File: src/rtl/des_arb_pkg.sv
// Shared types and widths for the DES job arbiter.
package des_arb_pkg;

  localparam int unsigned DES_BLK_W = 64;
  localparam int unsigned DES_KEY_W = 64;

  typedef enum logic [1:0] {
    IDLE,
    ISSUE,
    WAIT,
    RESP
  } state_t;

endpackage

File: src/rtl/des_rr_arbiter.sv
// Combinational round-robin pick: the first requester after last_i, with wrap.
module des_rr_arbiter #(
  parameter int unsigned N_REQ = 4
) (
  input  logic [N_REQ-1:0]         req_i,
  input  logic [$clog2(N_REQ)-1:0] last_i,
  output logic [N_REQ-1:0]         gnt_o,
  output logic [$clog2(N_REQ)-1:0] idx_o,
  output logic                     any_o
);

  localparam int unsigned IDX_W = $clog2(N_REQ);

  logic [IDX_W-1:0] cand;

  // Scan offsets 1..N_REQ from last_i; the first hit wins.
  always_comb begin
    gnt_o = '0;
    idx_o = '0;
    any_o = 1'b0;
    cand  = '0;
    for (int unsigned k = 1; k <= N_REQ; k++) begin
      cand = IDX_W'((32'(last_i) + k) % N_REQ);
      if (!any_o && req_i[cand]) begin
        any_o       = 1'b1;
        idx_o       = cand;
        gnt_o[cand] = 1'b1;
      end
    end
  end

endmodule

File: src/rtl/des_job_arbiter.sv
// Shares one non-pipelined DES core among N_REQ requesters, one job at a time.
module des_job_arbiter
  import des_arb_pkg::*;
#(
  parameter int unsigned N_REQ   = 4,
  parameter int unsigned TIMEOUT = 64
) (
  input  logic                       clk_in,
  input  logic                       rst_in,
  input  logic [N_REQ-1:0]           req_valid_in,
  output logic [N_REQ-1:0]           req_ready_out,
  input  logic [DES_BLK_W*N_REQ-1:0] req_data_in,
  input  logic [DES_KEY_W*N_REQ-1:0] req_key_in,
  input  logic [N_REQ-1:0]           req_mode_in,
  input  logic [N_REQ-1:0]           req_verify_in,
  output logic [N_REQ-1:0]           rsp_valid_out,
  input  logic [N_REQ-1:0]           rsp_ready_in,
  output logic [DES_BLK_W-1:0]       rsp_data_out,
  output logic                       rsp_err_out,
  output logic                       rsp_timeout_out,
  output logic                       core_valid_out,
  input  logic                       core_ready_in,
  output logic [DES_BLK_W-1:0]       core_data_out,
  output logic [DES_KEY_W-1:0]       core_key_out,
  output logic                       core_mode_out,
  output logic                       core_verify_out,
  input  logic [DES_BLK_W-1:0]       core_result_in,
  input  logic                       core_result_valid_in,
  input  logic                       core_err_in,
  output logic                       busy_out,
  output logic                       stray_out
);

  localparam int unsigned IDX_W = $clog2(N_REQ);
  localparam int unsigned TMR_W = $clog2(TIMEOUT);

  state_t             state_q, state_d;
  logic [IDX_W-1:0]   last_q, last_d;
  logic [IDX_W-1:0]   owner_q, owner_d;
  logic [DES_BLK_W-1:0] data_q, data_d;
  logic [DES_KEY_W-1:0] key_q, key_d;
  logic               mode_q, mode_d;
  logic               verify_q, verify_d;
  logic [DES_BLK_W-1:0] rdata_q, rdata_d;
  logic               err_q, err_d;
  logic               tmo_q, tmo_d;
  logic               stray_q, stray_d;
  logic [TMR_W-1:0]   timer_q, timer_d;

  logic [N_REQ-1:0]   gnt;
  logic [IDX_W-1:0]   gnt_idx;
  logic               any_req;

  des_rr_arbiter #(.N_REQ(N_REQ)) u_rr (
    .req_i  (req_valid_in),
    .last_i (last_q),
    .gnt_o  (gnt),
    .idx_o  (gnt_idx),
    .any_o  (any_req)
  );

  // Next-state, job latch, result capture and requester handshake.
  always_comb begin
    state_d       = state_q;
    last_d        = last_q;
    owner_d       = owner_q;
    data_d        = data_q;
    key_d         = key_q;
    mode_d        = mode_q;
    verify_d      = verify_q;
    rdata_d       = rdata_q;
    err_d         = err_q;
    tmo_d         = tmo_q;
    timer_d       = timer_q;
    req_ready_out = '0;
    // Core outputs arriving when no job is waiting are dropped and flagged.
    stray_d       = (core_result_valid_in | core_err_in) & (state_q != WAIT);
    case (state_q)
      IDLE: begin
        if (any_req) begin
          req_ready_out = gnt;
          owner_d       = gnt_idx;
          data_d        = req_data_in[32'(gnt_idx)*DES_BLK_W +: DES_BLK_W];
          key_d         = req_key_in[32'(gnt_idx)*DES_KEY_W +: DES_KEY_W];
          mode_d        = req_mode_in[gnt_idx];
          verify_d      = req_verify_in[gnt_idx];
          state_d       = ISSUE;
        end
      end
      ISSUE: begin
        if (core_ready_in) begin
          timer_d = '0;
          state_d = WAIT;
        end
      end
      WAIT: begin
        timer_d = timer_q + TMR_W'(1);
        if (core_err_in) begin
          rdata_d = '0;
          err_d   = 1'b1;
          tmo_d   = 1'b0;
          state_d = RESP;
        end else if (core_result_valid_in) begin
          rdata_d = core_result_in;
          err_d   = 1'b0;
          tmo_d   = 1'b0;
          state_d = RESP;
        end else if (timer_q == TMR_W'(TIMEOUT - 1)) begin
          rdata_d = '0;
          err_d   = 1'b1;
          tmo_d   = 1'b1;
          state_d = RESP;
        end
      end
      RESP: begin
        if (rsp_ready_in[owner_q]) begin
          last_d  = owner_q;
          state_d = IDLE;
        end
      end
      default: state_d = IDLE;
    endcase
  end

  // State and datapath registers with synchronous reset.
  always_ff @(posedge clk_in) begin
    if (rst_in) begin
      state_q  <= IDLE;
      last_q   <= IDX_W'(N_REQ - 1);
      owner_q  <= '0;
      data_q   <= '0;
      key_q    <= '0;
      mode_q   <= 1'b0;
      verify_q <= 1'b0;
      rdata_q  <= '0;
      err_q    <= 1'b0;
      tmo_q    <= 1'b0;
      stray_q  <= 1'b0;
      timer_q  <= '0;
    end else begin
      state_q  <= state_d;
      last_q   <= last_d;
      owner_q  <= owner_d;
      data_q   <= data_d;
      key_q    <= key_d;
      mode_q   <= mode_d;
      verify_q <= verify_d;
      rdata_q  <= rdata_d;
      err_q    <= err_d;
      tmo_q    <= tmo_d;
      stray_q  <= stray_d;
      timer_q  <= timer_d;
    end
  end

  // Response valid is steered to the owning requester only.
  always_comb begin
    rsp_valid_out = '0;
    if (state_q == RESP) rsp_valid_out[owner_q] = 1'b1;
  end

  assign core_valid_out  = (state_q == ISSUE);
  assign core_data_out   = data_q;
  assign core_key_out    = key_q;
  assign core_mode_out   = mode_q;
  assign core_verify_out = verify_q;
  assign rsp_data_out    = rdata_q;
  assign rsp_err_out     = err_q;
  assign rsp_timeout_out = tmo_q;
  assign busy_out        = (state_q != IDLE);
  assign stray_out       = stray_q;

endmodule
File: config.mk
export PLATFORM = sky130hd
export DESIGN_NAME = des_job_arbiter
export DESIGN_NICKNAME = d
export VERILOG_FILES = /design/src/rtl/des_arb_pkg.sv /design/src/rtl/des_rr_arbiter.sv /design/src/rtl/des_job_arbiter.sv
export SDC_FILE = /design/constraint.sdc
export NUM_CORES = 1
export LEC_CHECK = 0
export CELL_PAD_IN_SITES_DETAIL_PLACEMENT = 1
export CELL_PAD_IN_SITES_GLOBAL_PLACEMENT = 1
export CORE_AREA = 8 8 303 305
export CTS_CLUSTER_SIZE = 14
export DETAILED_ROUTE_END_ITERATION = 7
export DIE_AREA = 0 0 311 313
export PLACE_DENSITY_LB_ADDON = 0.12
export SLEW_MARGIN = 25
export SYNTH_ARGS = -nofsm -noshare
export SYNTH_HDL_FRONTEND = slang
export SYNTH_SLANG_ARGS = --single-unit
File: constraint.sdc
create_clock -name clk_in -period 3.6 [get_ports clk_in]
set_clock_uncertainty 0.2 [all_clocks]
set_input_delay 0.72 -clock clk_in [delete_from_list [all_inputs] [get_ports clk_in]]
set_output_delay 0.72 -clock clk_in [all_outputs]
set_load 0.02 [all_outputs]
==> Word-level counts from Yosys, hierarchy flattened <==
Index checks and enable logic that the tools add are counted.
{ "word_totals": {"input_bits": 597, "romBits": 0, "n_memories": 0, "latch_bits": 0, "mem_bits_rw": 0, "reg_bits": 209, "word_cells": 119, "output_inout_bits": 207} }
{ "op_classes": {"shift": 2, "mux": 55, "bitwise_logic": 5, "n_eq_ne": 9, "multipliers": 0, "magnitude_cmp": 11, "addsub": 5, "reduce_logical": 20, "div": 0} }
{ "ops": {"columns": ["operator", "n"], "rows": [
  ["variable part select 256 x 9 -> 64 bit", 2],
  ["two-way mux 64 bit", 3],
  ["two-way mux 4 bit", 7],
  ["two-way mux 1 bit", 20],
  ["two-way mux 2 bit", 10],
  ["less-than comparator 2 x 3 -> 1 bit, second input constant", 6],
  ["binary-select mux 1 bit (select 2 bit)", 7],
  ["OR 4 bit", 3],
  ["case mux 6 bit (2 select lines)", 1],
  ["demux 1 bit (select 2 bit)", 5],
  [">= comparator 2 x 1 -> 1 bit, second input constant", 5],
  ["logical AND 1 bit", 8],
  ["case mux 2 bit (4 select lines)", 1],
  ["AND reduction 2 bit", 4],
  ["adder 6 x 1 -> 6 bit, second input constant", 1],
  ["equality test 6 bit, second input constant", 1],
  ["two-way mux 6 bit", 1],
  ["inequality test 2 bit, second input constant", 3],
  ["adder 2 x 1 -> 2 bit, second input constant", 2],
  ["adder 2 bit, second input constant", 2],
  ["equality test 2 bit, second input constant", 2],
  ["inequality test 4 bit, second input constant", 1],
  ["AND reduction 4 bit", 1],
  ["nonzero test 2 bit", 2],
  ["other kinds (7)", 9]
]} }

==> Logic depth before layout (Yosys ltp) <==
Gate-level depths: netlist of the first run.
{ "logic_depth": {"word_depth": 15, "ltp_mapped": 15, "mapped_depth_nobuf": 8} }

==> Cells and area by module <==
A second synthesis of the first run with hierarchy kept.
{ "unflattened": {"hier_cells": 1192, "area_unflattened_um2": 11223.3} }
{ "by_module_without_submodules": {"columns": ["module", "instances", "cells_per_inst", "area_each_um2", "seq_area_each_um2"], "rows": [
  ["des_job_arbiter", 1, 1106, 10593.9, 4184.0],
  ["des_rr_arbiter", 1, 86, 629.4, 0.0]
]} }

==> Least setup slack after synthesis of the first run <==
No wires, ideal clock.
{ "synth_path": {"path_kind": "register to output", "start": "register last_q[0]", "end": "output req_ready_out[1]", "path_stages_with_launch": 14, "slack_ns": -0.412, "t_required_ns": 2.680, "arrival_time_ns": 3.092, "path_cell_list": "dfxtp_1 -> buf_6 -> inv_2 -> clkbuf_1 -> clkbuf_1 -> ha_1 -> buf_4 -> mux2i_1 -> mux2_2 -> nor2_2 -> buf_2 -> a221o_1 -> o21ai_0 -> a21oi_1"} }
{ "synth_between": {"elab_chain_cells": 15, "elab_cells_between_ends": 51, "classes_between": "4 x add/sub; 8 x order compare; 26 x mux; 3 x bitwise; 10 x reduce/logical"} }
{ "synth_lines": {"columns": ["element", "line", "rtl"], "rows": [
  ["from (decl)", "des_job_arbiter.sv:38", "logic [IDX_W-1:0] last_q, last_d;"],
  ["from (signal assigned)", "des_job_arbiter.sv:129", "last_q <= IDX_W'(N_REQ - 1);"],
  ["from (signal assigned)", "des_job_arbiter.sv:142", "last_q <= last_d;"],
  ["parallel branches: the longest is 13 deep, another holds less-than comparator 2 x 3 -> 1 bit", null, null],
  ["two-way mux 4 bit (*)", "des_job_arbiter.sv:80", "if (any_req) begin"],
  ["two-way mux 4 bit (*)", "des_job_arbiter.sv:78", "case (state_q)"],
  ["to (decl)", "des_job_arbiter.sv:11", "output logic [N_REQ-1:0] req_ready_out,"]
]} }
Every way passes the cells marked *. The select of a mux whose other input is x is not followed.

==> Final worst setup path of the first run <==
{ "layout_path": {"start": "input req_valid_in[0]", "end": "output req_ready_out[1]"} }
{ "layout_between": {"elab_chain_cells": 14, "elab_cells_between_ends": 27, "classes_between": "18 x mux; 3 x bitwise; 6 x reduce/logical"} }
{ "layout_lines": {"columns": ["element", "line", "rtl"], "rows": [
  ["from (decl)", "des_job_arbiter.sv:10", "input logic [N_REQ-1:0] req_valid_in,"],
  ["binary-select mux 1 bit (select 2 bit)", "des_rr_arbiter.sv:24", "if (!any_o && req_i[cand]) begin"],
  ["two-way mux 1 bit (not written as such)", "des_rr_arbiter.sv:24", null],
  ["two-way mux 1 bit", "des_rr_arbiter.sv:24", null],
  ["logical NOT 1 bit", "des_rr_arbiter.sv:24", null],
  ["logical AND 1 bit", "des_rr_arbiter.sv:24", null],
  ["two-way mux 1 bit", "des_rr_arbiter.sv:24", null],
  ["logical NOT 1 bit", "des_rr_arbiter.sv:24", null],
  ["logical AND 1 bit", "des_rr_arbiter.sv:24", null],
  ["two-way mux 1 bit", "des_rr_arbiter.sv:24", null],
  ["logical NOT 1 bit", "des_rr_arbiter.sv:24", null],
  ["logical AND 1 bit", "des_rr_arbiter.sv:24", null],
  ["two-way mux 4 bit / two-way mux 1 bit (equally long branches)", "des_rr_arbiter.sv:24", null],
  ["two-way mux 4 bit (*)", "des_job_arbiter.sv:80", null],
  ["two-way mux 4 bit (*)", "des_job_arbiter.sv:78", null]
]} }
Every way passes the cells marked *; elsewhere a longest branch is shown, timed or not. The select of a mux whose other input is x is not followed.

==> results of run 1 <==
[per-layer routing]
metal	global-route usage (%)	up-vias	routed length, microns
met2	39.7	763	58900
met3	5.54	170	7190
li1	-	10500	-
met5	0	-	156
met4	8.75	22	3710
met1	25.6	11600	46700
[registers in the layout (all words and copies together), names as in the netlist]
register	cells
core_data_out	64
core_key_out	64
core_mode_out	1
core_verify_out	1
last_q	2
owner_q	2
rsp_data_out	64
rsp_err_out	1
rsp_timeout_out	1
state_q	2
stray_out	1
timer_q	6
[cell families (layout without fill, tap and decap cells)]
kind of cell | count (synthesis) | after routing | share of synthesized area, %
other | 0 | 38 | 0
adders and majority gates | 13 | 13 | 0.923
DFF | 209 | 209 | 23.7
buffers and inverters | 283 | 999 | 6.47
AOI/OAI and AO/OA | 1041 | 1041 | 38.4
and+or+nand+nor | 623 | 623 | 14.7
muxes | 271 | 271 | 15.6
xor gates and xnor gates | 4 | 4 | 0.199
[Yosys cell counts, drive strengths merged (5+ instances only)]
cell type | n | area (sq um)
a211oi | 105 | 788
nand2 | 16 | 60.1
a22oi | 64 | 480
nor3 | 5 | 30.0
dfxtp | 209 | 4180
a221o | 5 | 50.1
ha | 13 | 163
mux2i | 265 | 2650
a21oi | 298 | 1490
clkbuf | 222 | 833
nand3 | 133 | 666
nor2 | 449 | 1690
inv | 8 | 30.0
o211ai | 260 | 2350
nor2b | 7 | 43.8
o21ai | 294 | 1470
buf | 53 | 277
[where the power goes]
part           internal (W)  switching (W)  leakage, nW
registers           0.00317       0.000718         1.71
logic               0.00447        0.00667         8.81
clock network       0.00220        0.00144        0.592
total               0.00984        0.00883         11.1
[worst max-delay path, delay by kind of cell]
| family | cells | cell delay (ns) |
|---|---|---|
| AO/OA/AOI/OAI | 3 | 0.53 |
| multiplexers | 1 | 0.56 |
| buffers and inverters | 3 | 0.80 |
[worst paths after layout]
check / from / endpoint / cells after the start
hold reg to reg: rsp_err_out$_SDFFE_PP0P_ / rsp_err_out$_SDFFE_PP0P_ / 2
hold / removal: rsp_err_out$_SDFFE_PP0P_ / rsp_err_out$_SDFFE_PP0P_ / 2
setup / recovery: req_valid_in[0] / req_ready_out[1] / 7
setup reg to reg: last_q[0]$_SDFFE_PP1P_ / core_data_out[25]$_SDFFE_PP0P_ / 11
[final cells by class]
class | instances | area, sq um | area share (%)
antenna | 38 | 95.1 | 0.331
clock buffer | 49 | 1020 | 3.55
clock inverter | 13 | 180 | 0.628
inverter | 8 | 37.5 | 0.131
multi-input combinational | 1952 | 12400 | 43.3
sequential | 209 | 4190 | 14.6
tap | 1165 | 1460 | 5.08
timing repair buffer | 929 | 9300 | 32.4
[per-stage QoR]
stage                     utilization, %  instances  setup TNS, ns
after floorplan                        -       2444              0
after global routing                32.9       4357        -0.0326
final                               32.9       4363              0
after detailed placement            31.3       4255         -25.85
after global placement              31.3       4255         -20.46
after CTS                           32.7       4322              0
[what timing repair did]
item                                    4_1_cts  5_1_grt
resized for setup                            18        9
endpoints found under the setup margin        4        4
pin swaps                                     1        3
setup buffers                                 5        2
cloned                                        0        0
==> impl_metrics.env, run 1 <==
export IMPL_syn_to_final_growth_pct=62.9
export IMPL_grt_pass1_vias=24700
export IMPL_status="completed"
export IMPL_clk_latency_ns=0.55
export IMPL_grt_overflow_total=0
export IMPL_crit_arrival_ns=2.62
export IMPL_fillerInstances=10300
export IMPL_hold_violations=0
export IMPL_fin_area_sq_um=28700
export IMPL_seq_area_frac_synth_pct=23.7
export IMPL_wl_microns=117000
export IMPL_core_area_sq_um=87300
export IMPL_min_period_ns=3.54
export IMPL_drv_cap=0
export IMPL_criticalPathCategory="in2out"
export IMPL_dieWidth_microns=311
export IMPL_cts_sinks=209
export IMPL_ioPinCount=804
export IMPL_synth_seq_cells=209
export IMPL_vias=23000
export IMPL_place_ws_ns=-0.377
export IMPL_synth_nets=3054
export IMPL_worst_slack_ns=0.0581
export IMPL_timing_critical_path_fanout_max=4
export IMPL_synth_async_reset_ratio_pct=0
export IMPL_startpoint_type="input pin"
export IMPL_drtPass1Iterations=5
export IMPL_antenna_found_initial=53
export IMPL_vdd_ir_drop_max_mv=0.818
export IMPL_grt_max_degree=141
export IMPL_track_usage_pct=22.3
export IMPL_die_height_microns=313
export IMPL_synth_edf_count=0
export IMPL_dp_hpwl_microns=79800
export IMPL_start_util_pct=20.2
export IMPL_final_common_cell="clkdlybuf4s50_1"
export IMPL_port_buffers=803
export IMPL_slew_viol_final=0
export IMPL_cts_root_buf="clkbuf_16"
export IMPL_relSlewSlack_pct=27.6
export IMPL_timing_final_crit_share_pct=98.4
export IMPL_holdBufCountCts=0
export IMPL_path_clk_slew_ns=0.05
export IMPL_critPathCaptureType="primary output"
export IMPL_dieArea_sq_um=97300
export IMPL_hold_path_class="reg2reg"
export IMPL_layout_drive_gt1_share_pct=9.46
export IMPL_ys_types=50
export IMPL_finalSetupViolCount=0
export IMPL_rsz0062_at_grt="yes"
export IMPL_viasPerCell=5.28
export IMPL_htreeDepth=2
export IMPL_clk_path_buf_depth=3
export IMPL_wire_per_inst_microns=26.7
export IMPL_cts_tree="done"
export IMPL_nNetsFinal=3745
export IMPL_slowest_delay_ns=0.56
export IMPL_synth_area_sq_um=17600
export IMPL_max_freq_mhz=282
export IMPL_powerDensity_nw_per_um2=650
export IMPL_cts_buffers=35
export IMPL_path_cells="clkdlybuf4s50_1 -> mux4_2 -> buf_4 -> a221o_1 -> o21ai_0 -> a21oi_2 -> buf_2"
export IMPL_grt_pass1_wl_microns=169000
export IMPL_ant_nets=0
export IMPL_synthCells=2444
export IMPL_ff2ff_setup_slack_ns=0.18
export IMPL_drc=0
export IMPL_synth_main_ff_cell="dfxtp_1"
export IMPL_drt_iter0_markers=1242
export IMPL_tightestPinTransition_ns=1.09
export IMPL_placed_area_sq_um=27300
export IMPL_total_power_w=0.0187
export IMPL_cp_data_required_time_ns=2.68
export IMPL_most_common_layout_cells="795 x clkdlybuf4s50_1, 447 x nor2_1, 293 x a21oi_1"
export IMPL_avgSynthCellArea_sq_um=7.21
export IMPL_num_rows=109
export IMPL_critPathSlowestCell="mux4_2"
export IMPL_gp_congestion=0.830
export IMPL_ys_warn_count=0
export IMPL_whs_ns=0.259
export IMPL_p_leak_nw=11.1
Power figures use the tool's default switching activity.
==> run 2, diff against run 1 <==
Settings changed: CTS_CLUSTER_SIZE 14 to 25.
==> impl_metrics.env, run 2 (synthesis gave the netlist of run 1 again) <==
export IMPL_max_freq_mhz=283
export IMPL_cts_buffers=35
export IMPL_ioPinCount=804
export IMPL_num_rows=109
export IMPL_critPathCaptureType="primary output"
export IMPL_hp_start="rsp_err_out$_SDFFE_PP0P_"
export IMPL_crit_arrival_ns=2.61
export IMPL_drtPass1Iterations=5
export IMPL_whs_ns=0.259
export IMPL_syn_to_final_growth_pct=62.7
export IMPL_timing_final_crit_share_pct=98.0
export IMPL_cts_sinks=209
export IMPL_startpoint_type="input pin"
export IMPL_vdd_ir_drop_max_mv=0.811
export IMPL_dieArea_sq_um=97300
export IMPL_gp_congestion=0.830
export IMPL_final_common_cell="clkdlybuf4s50_1"
export IMPL_wire_per_inst_microns=26.7
export IMPL_grt_overflow_total=0
export IMPL_wl_microns=117000
export IMPL_clkPwrFrac_pct=19.1
export IMPL_timing_critical_path_fanout_max=4
export IMPL_p_switching_w=0.00884
export IMPL_holdBufCountCts=0
export IMPL_tightestPinTransition_ns=1.08
export IMPL_powerDensity_nw_per_um2=648
export IMPL_cp_data_required_time_ns=2.68
export IMPL_cts_tree="done"
export IMPL_hold_path_class="reg2reg"
export IMPL_clk_latency_ns=0.55
export IMPL_start_util_pct=20.2
export IMPL_p_sw_share_pct=47.6
export IMPL_setup_worst_path_start="req_valid_in[0]"
export IMPL_drt_iter0_markers=1161
export IMPL_hold_violations=0
export IMPL_p_int_w=0.00974
export IMPL_most_common_layout_cells="795 x clkdlybuf4s50_1, 447 x nor2_1, 293 x a21oi_1"
export IMPL_vias=23000
export IMPL_core_area_sq_um=87300
export IMPL_combPwrFrac_pct=60.0
export IMPL_layout_drive_gt1_share_pct=9.46
export IMPL_htreeDepth=2
export IMPL_port_buffers=803
export IMPL_dieWidth_microns=311
export IMPL_drv_cap=0
export IMPL_ff2ff_setup_slack_ns=0.19
export IMPL_die_height_microns=313
export IMPL_grt_max_degree=141
export IMPL_drc=0
export IMPL_post_route_util_pct=32.9
export IMPL_fillerInstances=10300
export IMPL_cts_root_buf="clkbuf_16"
export IMPL_dp_hpwl_microns=79800
export IMPL_relSlewSlack_pct=27.7
export IMPL_viasPerCell=5.27
export IMPL_grt_pass1_wl_microns=169000
export IMPL_min_period_ns=3.53
export IMPL_rsz0062_at_grt="yes"
export IMPL_total_power_w=0.0186
export IMPL_nNetsFinal=3745
export IMPL_status="completed"
export IMPL_finalSetupTns_ns=0
export IMPL_slew_viol_final=0
export IMPL_timing_rr_start="last_q[0]$_SDFFE_PP1P_"
export IMPL_clk_path_buf_depth=3
export IMPL_p_leak_nw=11.1
export IMPL_antenna_found_initial=53
export IMPL_finalSetupViolCount=0
export IMPL_track_usage_pct=22.3
export IMPL_path_clk_slew_ns=0.05
export IMPL_ant_nets=0
export IMPL_grt_pass1_vias=24700
export IMPL_seq_power_share_pct=20.9
export IMPL_criticalPathCategory="in2out"
[run 2: final cells by class]
cell class | instances | area, sq um | area share, %
Tap cell | 1165 | 1460 | 5.08
Sequential cell | 209 | 4190 | 14.6
Multi-Input combinational cell | 1952 | 12400 | 43.4
Clock buffer | 48 | 1000 | 3.50
Timing Repair Buffer | 929 | 9300 | 32.4
Clock inverter | 14 | 160 | 0.559
Inverter | 8 | 37.5 | 0.131
Antenna cell | 38 | 95.1 | 0.332
[run 2: final timing paths]
kind | endpoint | cells after the start
max | req_ready_out[1] | 7
min | rsp_err_out$_SDFFE_PP0P_ | 2
max reg2reg | core_data_out[20]$_SDFFE_PP0P_ | 11
min reg2reg | rsp_err_out$_SDFFE_PP0P_ | 2
[run 2: through the flow]
step	area, sq um	setup WS [ns]	cells
after floorplan	17700	0.0358	2444
after global placement	27300	-0.319	4255
after detailed placement	27300	-0.377	4255
after CTS	28500	0.00629	4322
after global routing	28700	-0.0294	4357
final	28700	0.0706	4363
[run 2: what timing repair did]
item | CTS | global route
resized for setup | 18 | 9
buffers inserted | 5 | 2
pin swaps | 1 | 3
endpoints found under the setup margin | 4 | 4
[run 2: power by group through the flow]
stage	Clock, W	Combinational [W]	Sequential [W]
floorplan	0	0.00497	0.00472
global placement	0	0.0110	0.00388
detailed placement	0	0.0112	0.00391
CTS	0.00370	0.0113	0.00388
global route	0.00377	0.0119	0.00401
finish	0.00356	0.0111	0.00388
[run 2: worst max-delay path, stage by stage]
cell	delay [ns]
clkdlybuf4s50_1	0.45
mux4_2	0.56
buf_4	0.18
a221o_1	0.34
o21ai_0	0.11
a21oi_2	0.07
buf_2	0.17
[run 2: per-layer routing]
| metal | track usage (%) | up-vias | wire (microns) |
|---|---|---|---|
| li1 | - | 10500 | - |
| met1 | 25.6 | 11500 | 46700 |
| met2 | 39.7 | 765 | 58900 |
| met3 | 5.53 | 175 | 7080 |
| met4 | 8.76 | 22 | 3730 |
| met5 | 0 | - | 155 |
==> run 3, diff against run 2 <==
Settings changed: MAX_ROUTING_LAYER set to met4, SKIP_LAST_GASP set to 1.
==> impl_metrics.env, run 3 (synthesis gave the netlist of run 1 again) <==
export IMPL_status="completed"
export IMPL_most_common_layout_cells="795 x clkdlybuf4s50_1, 447 x nor2_1, 293 x a21oi_1"
export IMPL_powerDensity_nw_per_um2=648
export IMPL_drtPass1Iterations=5
export IMPL_syn_to_final_growth_pct=62.8
export IMPL_fin_area_sq_um=28700
export IMPL_multi_input_area_sq_um=12400
export IMPL_grt_overflow_total=0
export IMPL_htreeDepth=2
export IMPL_p_leak_nw=11.1
export IMPL_timing_critical_path_fanout_max=4
export IMPL_cp_data_required_time_ns=2.68
export IMPL_start_util_pct=20.2
export IMPL_path_clk_slew_ns=0.05
export IMPL_dieWidth_microns=311
export IMPL_vdd_ir_drop_max_mv=0.810
export IMPL_grt_max_degree=141
export IMPL_wl_microns=117000
export IMPL_hold_path_class="reg2reg"
export IMPL_track_usage_pct=23.0
export IMPL_nNetsFinal=3745
export IMPL_critPathCaptureType="primary output"
export IMPL_clk_latency_ns=0.55
export IMPL_timing_final_crit_share_pct=98.1
export IMPL_drt_iter0_markers=1216
export IMPL_relSlewSlack_pct=26.2
export IMPL_final_common_cell="clkdlybuf4s50_1"
export IMPL_wire_per_inst_microns=26.7
export IMPL_startpoint_type="input pin"
export IMPL_dp_hpwl_microns=79800
export IMPL_cts_tree="done"
export IMPL_slew_viol_final=0
export IMPL_die_height_microns=313
export IMPL_seq_area_sq_um=4190
export IMPL_holdBufCountCts=0
export IMPL_fillerInstances=10300
export IMPL_drc=0
export IMPL_ant_nets=0
export IMPL_clk_path_buf_depth=3
export IMPL_rsz0062_at_grt="yes"
export IMPL_dieArea_sq_um=97300
export IMPL_cts_root_buf="clkbuf_16"
export IMPL_hold_violations=0
export IMPL_gp_congestion=0.843
export IMPL_min_period_ns=3.53
export IMPL_num_rows=109
export IMPL_grt_pass1_vias=24700
export IMPL_tightestPinTransition_ns=1.11
export IMPL_crit_arrival_ns=2.61
export IMPL_core_area_sq_um=87300
export IMPL_ff2ff_setup_slack_ns=0.19
export IMPL_max_freq_mhz=283
export IMPL_post_route_util_pct=32.9
export IMPL_layout_drive_gt1_share_pct=9.46
export IMPL_ioPinCount=804
export IMPL_viasPerCell=5.26
export IMPL_criticalPathCategory="in2out"
export IMPL_finalSetupViolCount=0
export IMPL_antenna_found_initial=53
export IMPL_placed_area_sq_um=27300
export IMPL_cts_buffers=35
export IMPL_port_buffers=803
export IMPL_vias=23000
export IMPL_grt_pass1_wl_microns=169000
export IMPL_drv_cap=0
export IMPL_cts_sinks=209
run 3: worst max-delay path, cell delays in order:
cell and delay (ns):
clkdlybuf4s50_1 0.45, mux4_2 0.56, buf_4 0.18, a221o_1 0.34, o21ai_0 0.12, a21oi_2 0.07
buf_2 0.17
run 3: report_power, final:
group | switching, W | total (W) | internal, W
combinational | 0.00669 | 0.0112 | 0.00447
clock | 0.00144 | 0.00355 | 0.00211
sequential | 0.000717 | 0.00389 | 0.00317
total | 0.00884 | 0.0186 | 0.00975
run 3: repair_timing:
item                       4_1_cts  5_1_grt
setup endpoints to repair        4        4
setup buffers                    5        2
resized for setup               18        9
pin swaps                        1        3
hold endpoints to repair         0        0
run 3: layer usage:
metal  GRT usage (%)  share of wire (%)  vias to the layer above
met1            25.7                 40                    11600
met4            8.68                3.1                        0
met3            5.08                5.8                      158
met5               -                  0                        -
li1                -                  -                    10500
met2            39.9                 51                      752
run 3: per-stage QoR:
step / setup TNS, ns / cells / hold slack [ns] / power [W] / worst slack [ns]
floorplan: 0 / 2444 / 0.279 / 0.00969 / 0.0358
global placement: -20.46 / 4255 / 0.246 / 0.0149 / -0.319
detailed placement: -25.85 / 4255 / 0.249 / 0.0151 / -0.377
CTS: 0 / 4322 / 0.261 / 0.0189 / 0.00629
global route: -0.0320 / 4373 / 0.290 / 0.0197 / -0.0294
finish: 0 / 4373 / 0.259 / 0.0186 / 0.0695
run 3: path summary, 6_finish.rpt:
kind | from | end | cells after the start
max reg2reg | last_q[0]$_SDFFE_PP1P_ | core_data_out[24]$_SDFFE_PP0P_ | 11
min reg2reg | rsp_err_out$_SDFFE_PP0P_ | rsp_err_out$_SDFFE_PP0P_ | 2
min | rsp_err_out$_SDFFE_PP0P_ | rsp_err_out$_SDFFE_PP0P_ | 2
max | req_valid_in[0] | req_ready_out[1] | 7
run 3: cell type report:
cell class	instances	area share [%]
Tap cell	1165	5.08
Clock inverter	14	0.558
Clock buffer	48	3.50
Antenna cell	48	0.419
Multi-Input combinational cell	1952	43.3
Sequential cell	209	14.6
Inverter	8	0.131
Timing Repair Buffer	929	32.4
